$ cat src/rtl/vec_search_pkg.sv
// Shared types and defaults for the vector-search sequencer.
package vec_search_pkg;

  localparam int unsigned DEF_DEPTH  = 8;
  localparam int unsigned DEF_DATA_W = 4;

  typedef enum logic [1:0] {
    IDLE = 2'd0,
    SCAN = 2'd1,
    RESP = 2'd2
  } state_e;

  function automatic int unsigned clog2(input int unsigned value);
    int unsigned v;
    int unsigned r;
    v = (value > 1) ? value - 1 : 0;
    r = 0;
    while (v > 0) begin
      r = r + 1;
      v = v >> 1;
    end
    return r;
  endfunction

endpackage

$ cat src/rtl/vs_idx_counter.sv
// Table address counter: clears to zero, increments, and saturates at the last entry.
module vs_idx_counter #(
  parameter int unsigned DEPTH = 8,
  parameter int unsigned IDX_W = 3
) (
  input  logic             clock,
  input  logic             reset,
  input  logic             clear,
  input  logic             inc,
  output logic [IDX_W-1:0] idx,
  output logic             last
);

  localparam logic [IDX_W-1:0] LAST_IDX = IDX_W'(DEPTH - 1);

  assign last = (idx == LAST_IDX);

  always_ff @(posedge clock or negedge reset) begin
    if (!reset) begin
      idx <= '0;
    end else if (clear) begin
      idx <= '0;
    end else if (inc && !last) begin
      idx <= idx + 1'b1;
    end
  end

endmodule

$ cat src/rtl/vec_search_ctrl.sv
// Sequencer that scans a synchronous-read table for a key and returns the first match.
// Optional busy-cycle counter output perf_cycles when VEC_SEARCH_CTRL_PERF_EN is defined.
module vec_search_ctrl
  import vec_search_pkg::*;
#(
  parameter  int unsigned DEPTH  = DEF_DEPTH,
  parameter  int unsigned DATA_W = DEF_DATA_W,
  localparam int unsigned IDX_W  = clog2(DEPTH)
) (
  input  logic              clock,
  input  logic              reset,
  input  logic              start_valid,
  output logic              start_ready,
  input  logic [DATA_W-1:0] key,
  input  logic              abort,
  output logic              rd_en,
  output logic [IDX_W-1:0]  rd_addr,
  input  logic [DATA_W-1:0] rd_data,
  output logic              res_valid,
  input  logic              res_ready,
  output logic              res_found,
  output logic [IDX_W-1:0]  res_index,
  output logic              busy
`ifdef VEC_SEARCH_CTRL_PERF_EN
  ,
  output logic [15:0]       perf_cycles
`endif
);

  state_e              state_q;
  state_e              state_d;
  logic [DATA_W-1:0]   key_q;
  logic                cmp_vld;
  logic [IDX_W-1:0]    cmp_idx;
  logic                cmp_last;
  logic                found_q;
  logic [IDX_W-1:0]    index_q;
  logic                cnt_clear;
  logic                cnt_inc;
  logic [IDX_W-1:0]    idx;
  logic                idx_last;
  logic                load_hit;
  logic                load_miss;

  vs_idx_counter #(
    .DEPTH (DEPTH),
    .IDX_W (IDX_W)
  ) u_idx (
    .clock (clock),
    .reset (reset),
    .clear (cnt_clear),
    .inc   (cnt_inc),
    .idx   (idx),
    .last  (idx_last)
  );

  assign start_ready = (state_q == IDLE);
  assign busy        = (state_q != IDLE);
  assign rd_en       = (state_q == SCAN);
  assign rd_addr     = rd_en ? idx : '0;
  assign res_valid   = (state_q == RESP);
  assign res_found   = res_valid & found_q;
  assign res_index   = res_valid ? index_q : '0;

  // Abort is tested before the compare so a coincident match is dropped.
  always_comb begin
    state_d   = state_q;
    cnt_clear = 1'b0;
    cnt_inc   = 1'b0;
    load_hit  = 1'b0;
    load_miss = 1'b0;
    unique case (state_q)
      IDLE: begin
        if (start_valid) begin
          state_d   = SCAN;
          cnt_clear = 1'b1;
        end
      end
      SCAN: begin
        cnt_inc = 1'b1;
        if (abort) begin
          state_d = IDLE;
        end else if (cmp_vld && (rd_data == key_q)) begin
          state_d  = RESP;
          load_hit = 1'b1;
        end else if (cmp_vld && cmp_last) begin
          state_d   = RESP;
          load_miss = 1'b1;
        end
      end
      RESP: begin
        if (res_ready) begin
          state_d = IDLE;
        end
      end
      default: state_d = IDLE;
    endcase
  end

  // cmp_* tracks the read issued last cycle, aligned with rd_data.
  always_ff @(posedge clock or negedge reset) begin
    if (!reset) begin
      state_q  <= IDLE;
      key_q    <= '0;
      cmp_vld  <= 1'b0;
      cmp_idx  <= '0;
      cmp_last <= 1'b0;
      found_q  <= 1'b0;
      index_q  <= '0;
    end else begin
      state_q  <= state_d;
      cmp_vld  <= rd_en;
      cmp_idx  <= rd_addr;
      cmp_last <= rd_en && idx_last;
      if (cnt_clear) begin
        key_q <= key;
      end
      if (load_hit) begin
        found_q <= 1'b1;
        index_q <= cmp_idx;
      end else if (load_miss) begin
        found_q <= 1'b0;
        index_q <= '0;
      end
    end
  end

`ifdef VEC_SEARCH_CTRL_PERF_EN
  logic [15:0] perf_q;

  always_ff @(posedge clock or negedge reset) begin
    if (!reset) begin
      perf_q <= '0;
    end else if (busy && (perf_q != '1)) begin
      perf_q <= perf_q + 16'd1;
    end
  end

  assign perf_cycles = perf_q;
`endif

endmodule

$ cat config.mk
export PLATFORM = sky130hd
export DESIGN_NAME = vec_search_ctrl
export DESIGN_NICKNAME = d
export VERILOG_FILES = /design/src/rtl/vec_search_pkg.sv /design/src/rtl/vs_idx_counter.sv /design/src/rtl/vec_search_ctrl.sv
export SDC_FILE = /design/constraint.sdc
export NUM_CORES = 1
export LEC_CHECK = 0
export CAP_MARGIN = 20
export CORE_MARGIN = 5
export CORE_UTILIZATION = 45
export CTS_CLUSTER_DIAMETER = 200
export CTS_CLUSTER_SIZE = 40
export DETAILED_ROUTE_END_ITERATION = 16
export PLACE_DENSITY = 0.73
export SYNTH_ARGS = -nofsm -noshare
export SYNTH_HDL_FRONTEND = slang
export SYNTH_HIERARCHICAL = 1
export SYNTH_SLANG_ARGS = --single-unit
$ cat constraint.sdc
create_clock -name clock -period 2.1 [get_ports clock]
set_input_delay 0.315 -clock clock [delete_from_list [all_inputs] [get_ports clock]]
set_output_delay 0.315 -clock clock [all_outputs]
set_load 0.05 [all_outputs]
==> results of run 1 <==
==> cell families after synthesis <==
group	count (synthesis)	synth area share
fa+ha+maj	2	0.0300
compound gates	10	0.0855
xor+xnor	4	0.0420
flops	18	0.540
simple gates	23	0.213
buf+inv	4	0.0180
mux	5	0.0720
==> state kept, by name (all words and copies together) (netlist names) <==
name,count
key_q,4
cmp_idx,3
index_q,3
u_idx/idx,3
state_q,2
cmp_last,1
cmp_vld,1
found_q,1
==> worst max-delay path, delay by kind of cell, from the launching register on <==
kind,cells,cell delay (ns)
and+or+nand+nor,1,0.17
DFF,1,0.42
buffers and inverters,2,0.74
==> cell usage in the layout, fill, tap and decap left out <==
cell	count
nand4bb_1	2
mux2_4	1
ha_1	2
xor2_1	4
dlymetal6s2s_1	1
and2_4	1
nand2b_1	2
inv_1	4
dfrtp_1	18
nor2b_4	2
mux2_2	4
nand2_1	2
clkbuf_4	3
o21ai_1	3
and3_2	1
clkbuf_8	1
buf_4	10
a21o_1	1
a22o_2	3
o21ai_0	2
and2_1	8
nor4_4	1
nor2_1	2
nor2b_1	2
clkdlybuf4s50_1	13
a31o_1	1
==> worst paths after layout <==
kind	from	to	slack, ns	cells after the start
worst min register to register	found_q	found_q	0.47	1
worst min-delay path	reset	state_q[0]	0.35	2
min in group clock	found_q	found_q	0.47	1
max in group asynchronous	reset	u_idx/idx[1]	1.56	2
worst max register to register	u_idx/idx[0]	u_idx/idx[0]	0.66	4
worst max-delay path	state_q[1]	busy	0.17	3
==> final cells by class <==
cell class | count | area [µm²]
clock buffer | 4 | 36.3
fill | 144 | 626
inverter | 4 | 15.0
multi-input combinational | 44 | 369
sequential | 18 | 450
tap | 25 | 31.3
timing repair buffer | 24 | 218
==> timing repair <==
action	in CTS	in global routing
hold endpoints to repair	0	0
resized for setup	0	1
endpoints found under the setup margin	0	1
==> power by group <==
group          internal (µW)  leakage, µW  switching (µW)
clock                    105    0.0000210            99.4
combinational            194     0.000294             240
sequential               437     0.000233            56.2
==> per-stage QoR <==
stage	instances	area [µm²]	hold slack (ns)	setup slack [ns]
after floorplan	66	835	0.0194	0.00937
after global placement	115	1080	0.455	0.400
after detailed placement	115	1080	0.458	0.348
after CTS	119	1120	0.343	0.0524
after global routing	119	1120	0.352	0.0378
final	119	1120	0.349	0.167
==> layer usage <==
metal	GRT usage	up-vias
met4	0.0638	0
met2	0.215	13
li1	-	281
met3	0.0169	2
met1	0.144	272
met5	0	-
==> summary.md, run 1 <==
| Metric | Value |
|---|---|
| Register area share after synthesis | 0.540 |
| Setup tns final | 0 ns |
| PwrDens | 1010 nW/µm² |
| Cell Rows | 15 |
| H-tree depth | 1 |
| Clk buf depth | 2 |
| Worst Path Required | 1.78 ns |
| Max Used Layer | met4 |
| Drt wl/cell | roughly 13 µm |
| Hold_buf cts | 0 |
| Async set or reset register ratio after synthesis | 1.00 |
| Total track usage | 0.123 |
| Period utilisation layout | 0.921 |
| TritonCTS buffer count | 3 |
| Avg Inst Size Synth | 12.6 µm² |
| Yosys warning count | 6 |
| Share of layout cells above drive strength 1 | 0.287 |
| Slew @ Worst Pin | 0.501 ns |
| Clock transition at path regs | 0.10 ns |
| First-pass GRT wire length | 2460 µm |
| Initial core utilization | 0.478 |
| Routed length on met2 | just under 800 µm |
| GP Congestion | 0.676 |
| Core ar. | 1750 µm² |
| Post-DRT Antenna Nets | 0 |
| Crit-path max FO | 3 |
| Die W | 53.1 µm |
| Yosys top cell area share | 0.540 |
| Total power | 1130 µW |
| Ys flop type | dfrtp_1 |
| Vias per cell | about 4.8 |
| Area Overhead vs Synth | 34.2% |
| Post-Route WL | 1510 µm |
| Post-Syn Nets | a little over 80 |
| Vias in the first global route | 580 |
| CP Class | flop to output pin |
| Critical Path AT | approximately 1.6 ns |
| Congestion Overflow GR | 0 |
| I/O pins | 24 |
| CP Cell Sequence | nor2_1 > inv_1 > clkdlybuf4s50_1 |
| Type of origin of the critical path | flop |
| Slowest stage cell, crit path | clkdlybuf4s50_1 |
| Met1 wire length | 633 µm |
| Die area | 2820 µm² |
| Post-synth EDFFs | 0 |
| CP peak stage delay | 0.69 ns |
| # port buffers | 23 |
| Outcome | finished, final reports clean |
| Clock root cell | clkbuf_4 |
| Nets | 110 |
| Worst vdd ir | 0.592 mV |
| Area leader, netlist | dfrtp_1 |
| Setup violations, final | 0 |
| Fin crit period | just under 2 ns |
| Final cell utilization of the core | 0.642 |
| Top cells by area, synth | dfrtp_1, and2_1, mux2_2 |
| Top achievable clock speed | 517 MHz |
| Hold Crit Class | input pin to async pin |
| Max_slew headroom | 0.665 |
| Gate Count Post-Synth | 66 |
| Post-CTS setup buffer count | 0 |
| Latest clock arrival within the worst-skew pair | 0.28 ns |
| 1st-iter DRT viols | 1 |
| Library cells used by synthesis | 21 |
| Most frequent cell after synthesis | dfrtp_1 |
| Number of max-cap violations | 0 |
| Element type at the critical path end | output pin |
| Max Slew Vio Count | 0 |
| Most instantiated cells after synthesis | dfrtp_1, and2_1, inv_1, mux2_2, xor2_1 |
| Y dimension of the die | roughly 53 µm |
| Seq cells post-synth | 18 |
| DRC violation count after routing | 0 |
| Met3 WL | slightly above 80 µm |
| Final hold viol count | 0 |
| Clk_skew | 0.00488 ns |
| TritonRoute pass-1 iters | 2 |
| Largest net degree at the start of global routing | 19 |
| LEAKAGE | between 0.0005 and 0.0006 µW |
| Clock Sinks | 18 |
| N_diodes | 0 |
| CTS tree | built |
| Routed vias | roughly 570 |
| RSZ-0062 raised after global routing | no |
| Post-Syn Area | 835 µm² |
| Initial antenna violation count | 0 |
(Power assumes the default switching activity.)
==> run 2: changes to the inputs <==
PLACE_DENSITY = 0.72   (was 0.73)
==> run 2 against run 1 <==
- sequential power barely moved
- hold slack improved by 0.0032 ns
- flip-flop and latch count did not move
- highest routed layer unchanged
==> summary.md, run 2 (synthesized netlist as in run 1, its figures left out) <==
| Metric | Value |
|---|---|
| Max reg flops | 4 |
| Drt wl/cell | approximately 12 µm |
| TritonCTS buffer count | 3 |
| Worst Path Required | around 1.8 ns |
| Period utilisation layout | 0.924 |
| CP peak stage delay | 0.79 ns |
| First-pass GRT wire length | 2370 µm |
| Final setup margin | 0.160 ns |
| Congestion Overflow GR | 0 |
| Max_slew headroom | 0.666 |
| Routed vias | 586 |
| Initial antenna violation count | 0 |
| Number of max-cap violations | 0 |
| Layout fillers | 153 |
| Critical Path AT | between 1.5 and 2 ns |
| TritonRoute pass-1 iters | 3 |
| GP Congestion | 0.711 |
| Clock root cell | clkbuf_4 |
| Hold Slack | between 0.3 and 0.4 ns |
| N_diodes | 0 |
| RSZ-0062 raised after global routing | no |
| Area Overhead vs Synth | 34.2% |
| Storage cell area | 450 µm² |
| Die W | 53.1 µm |
| Element type at the critical path end | output pin |
| Cell Rows | 15 |
| Top achievable clock speed | 515 MHz |
| Hold Crit Class | input pin to async pin |
| Largest net degree at the start of global routing | 19 |
| Core ar. | about 1700 µm² |
| Slew @ Worst Pin | ~0.50 ns |
| Multi-input gate area | 369 µm² |
| Vias per cell | 4.92 |
| Setup violations, final | 0 |
| Vias in the first global route | 578 |
| Commonest non-fill, non-tap cells in the layout | dfrtp_1, clkdlybuf4s50_1, buf_4 |
| Worst vdd ir | roughly 0.67 mV |
| Final hold viol count | 0 |
| Nets | 110 |
| # port buffers | 23 |
| Share of layout cells above drive strength 1 | 0.287 |
| PwrDens | 1010 nW/µm² |
| Type of origin of the critical path | flop |
| CP Cell Sequence | nor2_1 > inv_1 > clkdlybuf4s50_1 |
| Crit-path max FO | 3 |
| H-tree depth | 1 |
| Slowest stage cell, crit path | clkdlybuf4s50_1 |
| CTS tree | built |
| 1st-iter DRT viols | 1 |
| Most common cell after layout, fill and taps aside | dfrtp_1 |
| Post-DRT Antenna Nets | 0 |
| Most flop-heavy register | key_q |
| Post-Route WL | 1460 µm |
| Setup tns final | 0 ns |
| Post-CTS setup buffer count | 0 |
| Die area | ~2800 µm² |
| LEAKAGE | 0.000548 µW |
| Outcome | finished, final reports clean |
| Total track usage | 0.116 |
| Y dimension of the die | roughly 53 µm |
| Detailed Place HPWL | 1180 µm |
| Clock Sinks | 18 |
| Clk_skew | 0.00697 ns |
| Max Slew Vio Count | 0 |
| Fin crit period | around 1.9 ns |
| Initial core utilization | 0.478 |
| DRC violation count after routing | 0 |
| Pre-CTS setup slack | 0.359 ns |
| CP Class | flop to output pin |
| Clk buf depth | 2 |
| I/O pins | 24 |
| Clock transition at path regs | 0.11 ns |
| Latest clock arrival within the worst-skew pair | around 0.28 ns |
==> run 2: report_power, final <==
group / switching [µW] / internal, µW / total (µW)
combinational: 241 / 194 / 435
sequential: 55.1 / 437 / 492
clock: 101 / 105 / 206
==> run 2: path summary, 6_finish.rpt <==
| check | slack [ns] | to | cells past startpoint | start |
|---|---|---|---|---|
| max | 0.16 | busy | 3 | state_q[1] |
| min | 0.35 | state_q[1] | 2 | reset |
| max reg2reg | 0.67 | u_idx/idx[0] | 4 | u_idx/idx[0] |
| min reg2reg | 0.49 | index_q[2] | 1 | cmp_idx[2] |
| max in group asynchronous | 1.56 | u_idx/idx[1] | 2 | reset |
| min in group clock | 0.49 | index_q[2] | 1 | cmp_idx[2] |
==> run 2: area by class of cell <==
class / instances / share of cell area
Sequential cell: 18 / 0.402
Multi-Input combinational cell: 44 / 0.330
Timing Repair Buffer: 24 / 0.194
Clock buffer: 4 / 0.0324
Tap cell: 25 / 0.0279
Inverter: 4 / 0.0134
==> run 2: timing repair <==
item	4_1_cts	5_1_grt
resized for setup	0	1
endpoints found under the setup margin	0	1
hold buffers	0	0
==> run 2: critical path: cells and delay by family, from the launching register on <==
family | cells | cell delay (ns)
flip-flops | 1 | 0.42
buffers and inverters | 2 | 0.84
AND/OR/NAND/NOR | 1 | 0.08
==> run 2: per-stage QoR <==
step / util / instances / cell area, µm² / total power [µW]
after floorplan: - / 66 / 835 / 810
after detailed placement: 0.619 / 115 / 1080 / 942
after global routing: 0.642 / 119 / 1120 / 1210
final: 0.642 / 119 / 1120 / 1130
after global placement: 0.619 / 115 / 1080 / 925
after CTS: 0.640 / 119 / 1120 / 1150
==> run 2: layer usage <==
metal,GRT usage,vias up,part of all wire
met5,0,-,0
met4,0.0511,0,0.012
met3,0.0282,2,0.062
met2,0.194,12,0.50
met1,0.141,290,0.42
li1,-,282,-
==> run 3: changes to the inputs <==
RECOVER_POWER = 25   (was unset)
==> run 3 against run 2 <==
- fmax unchanged
- first-iteration DRC count did not move
- clock skew unchanged
- critical endpoint unchanged
- global-route usage stayed put
- largest power group unchanged
- via count increased by 0.34%
- non-clock buffer count did not move
- total power fell by 0.12%
- clock power is essentially flat
- utilization shrank 0.21 points
- setup slack unchanged
==> summary.md, run 3 (synthesized netlist as in run 1, its figures left out) <==
| Metric | Value |
|---|---|
| GP Congestion | 0.711 |
| Type of origin of the critical path | flop |
| Setup tns final | 0 ns |
| Initial antenna violation count | 0 |
| Fin crit period | a little under 2 ns |
| Worst r2r src | u_idx/idx[0] |
| Routed vias | 588 |
| Slowest stage cell, crit path | clkdlybuf4s50_1 |
| Final hold viol count | 0 |
| Top achievable clock speed | 515 MHz |
| Element type at the critical path end | output pin |
| TritonRoute pass-1 iters | 3 |
| Vias per cell | about 5 |
| CP Class | flop to output pin |
| 1st-iter DRT viols | 1 |
| Slew @ Worst Pin | 0.918 ns |
| FF-to-FF setup slack | 0.67 ns |
| Hold Slack | 0.487 ns |
| Commonest non-fill, non-tap cells in the layout | dfrtp_1, clkdlybuf4s50_1, buf_4 |
| Post-CTS setup buffer count | 0 |
| CP top delay family | buffers and inverters |
| Initial core utilization | 0.478 |
| Post-DRT Antenna Nets | 0 |
| Clk_skew | 0.00697 ns |
| Critical Path AT | 1.63 ns |
| PwrDens | 1010 nW/µm² |
| Critical Path Sink | busy |
| Outcome | finished, final reports clean |
| Max_slew headroom | 0.388 |
| Nets | 110 |
| Detailed Place HPWL | 1180 µm |
| Cell Rows | 15 |
| Post-Route WL | 1460 µm |
| Most common cell after layout, fill and taps aside | dfrtp_1 |
| First-pass GRT wire length | ~2400 µm |
| WP buf/inv | 2 |
| Fin area | between 1000 and 1500 µm² |
| # port buffers | 23 |
| Critical path startpoint | state_q[1] |
| WP depth | 3 |
| Area Overhead vs Synth | 33.7% |
| TritonCTS buffer count | 3 |
| Clk buf depth | 2 |
| Number of max-cap violations | 0 |
| Total track usage | 0.116 |
| Y dimension of the die | 53.1 µm |
| N_diodes | 0 |
| LEAKAGE | 0.000545 µW |
| Core ar. | 1750 µm² |
| CP peak stage delay | approximately 0.79 ns |
| CP Cell Sequence | nor2_1 > inv_1 > clkdlybuf4s50_1 |
| Hold_buf cts | 0 |
| Worst Path Required | 1.78 ns |
| RSZ-0062 raised after global routing | no |
| Clock root cell | clkbuf_4 |
| CTS tree | built |
| Worst Reg-to-Reg Cells | 4 |
| RR Endpoint | u_idx/idx[0] |
| Share of layout cells above drive strength 1 | 0.277 |
| Max reg flops | 4 |
| H-tree depth | 1 |
| Most flop-heavy register | key_q |
| Congestion Overflow GR | 0 |
| I/O pins | 24 |
| Hold Crit Class | flop to flop |
| Latest clock arrival within the worst-skew pair | 0.28 ns |
| DRC violation count after routing | 0 |
| Setup violations, final | 0 |
| Post-DP Area | 1080 µm² |
| Post-CTS sizing | 0 |
| Worst vdd ir | 0.673 mV |
| Period utilisation layout | 0.924 |
| Die W | 53.1 µm |
| Die area | approximately 2800 µm² |
| Clock transition at path regs | 0.11 ns |
| Clock Sinks | 18 |
| Crit-path max FO | 3 |
| Drt wl/cell | about 12 µm |
| Vias in the first global route | 578 |
| Max Slew Vio Count | 0 |
| Largest net degree at the start of global routing | 19 |
[run 3: cell count changes in the layout (fill, tap and decap cells not counted)]
cell	previous run	this run
clkdlybuf4s50_1	13	12
clkbuf_1	0	1
dlygate4sd3_1	0	1
buf_4	10	9
[run 3: cell type report]
class                           count  area, µm²
Fill cell                         155        629
Sequential cell                    18        450
Multi-Input combinational cell     44        369
Timing Repair Buffer               24        214
Clock buffer                        4       36.3
Tap cell                           25       31.3
Inverter                            4       15.0
[run 3: layer usage]
metal  GRT usage  wire length (µm)
met4      0.0511                18
met5           0                 0
met1       0.141               614
met2       0.194               735
met3      0.0282                91
[run 3: power by group]
| group | switching [µW] | total [µW] | internal [µW] |
|---|---|---|---|
| registers | 55.1 | 492 | 437 |
| logic | 241 | 434 | 193 |
| clock network | 101 | 206 | 105 |
[run 3: worst min path at each step]
| stage | start | endpoint | slack [ns] | cells past startpoint |
|---|---|---|---|---|
| 6_report | cmp_idx[2] | index_q[2] | 0.49 | 1 |
| 5_1_grt | cmp_idx[1] | index_q[1] | 0.50 | 1 |
| 4_1_cts | reset | state_q[1] | 0.36 | 2 |
| 3_5_place_dp | cmp_idx[2] | index_q[2] | 0.47 | 1 |
| 3_3_place_gp | cmp_idx[0] | index_q[0] | 0.46 | 1 |
| 2_1_floorplan | reset | cmp_idx[0] | 0.02 | 0 |
[run 3: stage by stage]
stage	total power (µW)	std cells	worst slack [ns]	util
floorplan	810	66	0.00937	-
finish	1130	119	0.160	0.639
detailed placement	942	115	0.359	0.619
CTS	1150	119	0.0684	0.640
global route	1210	119	0.0568	0.639
global placement	925	115	0.399	0.619
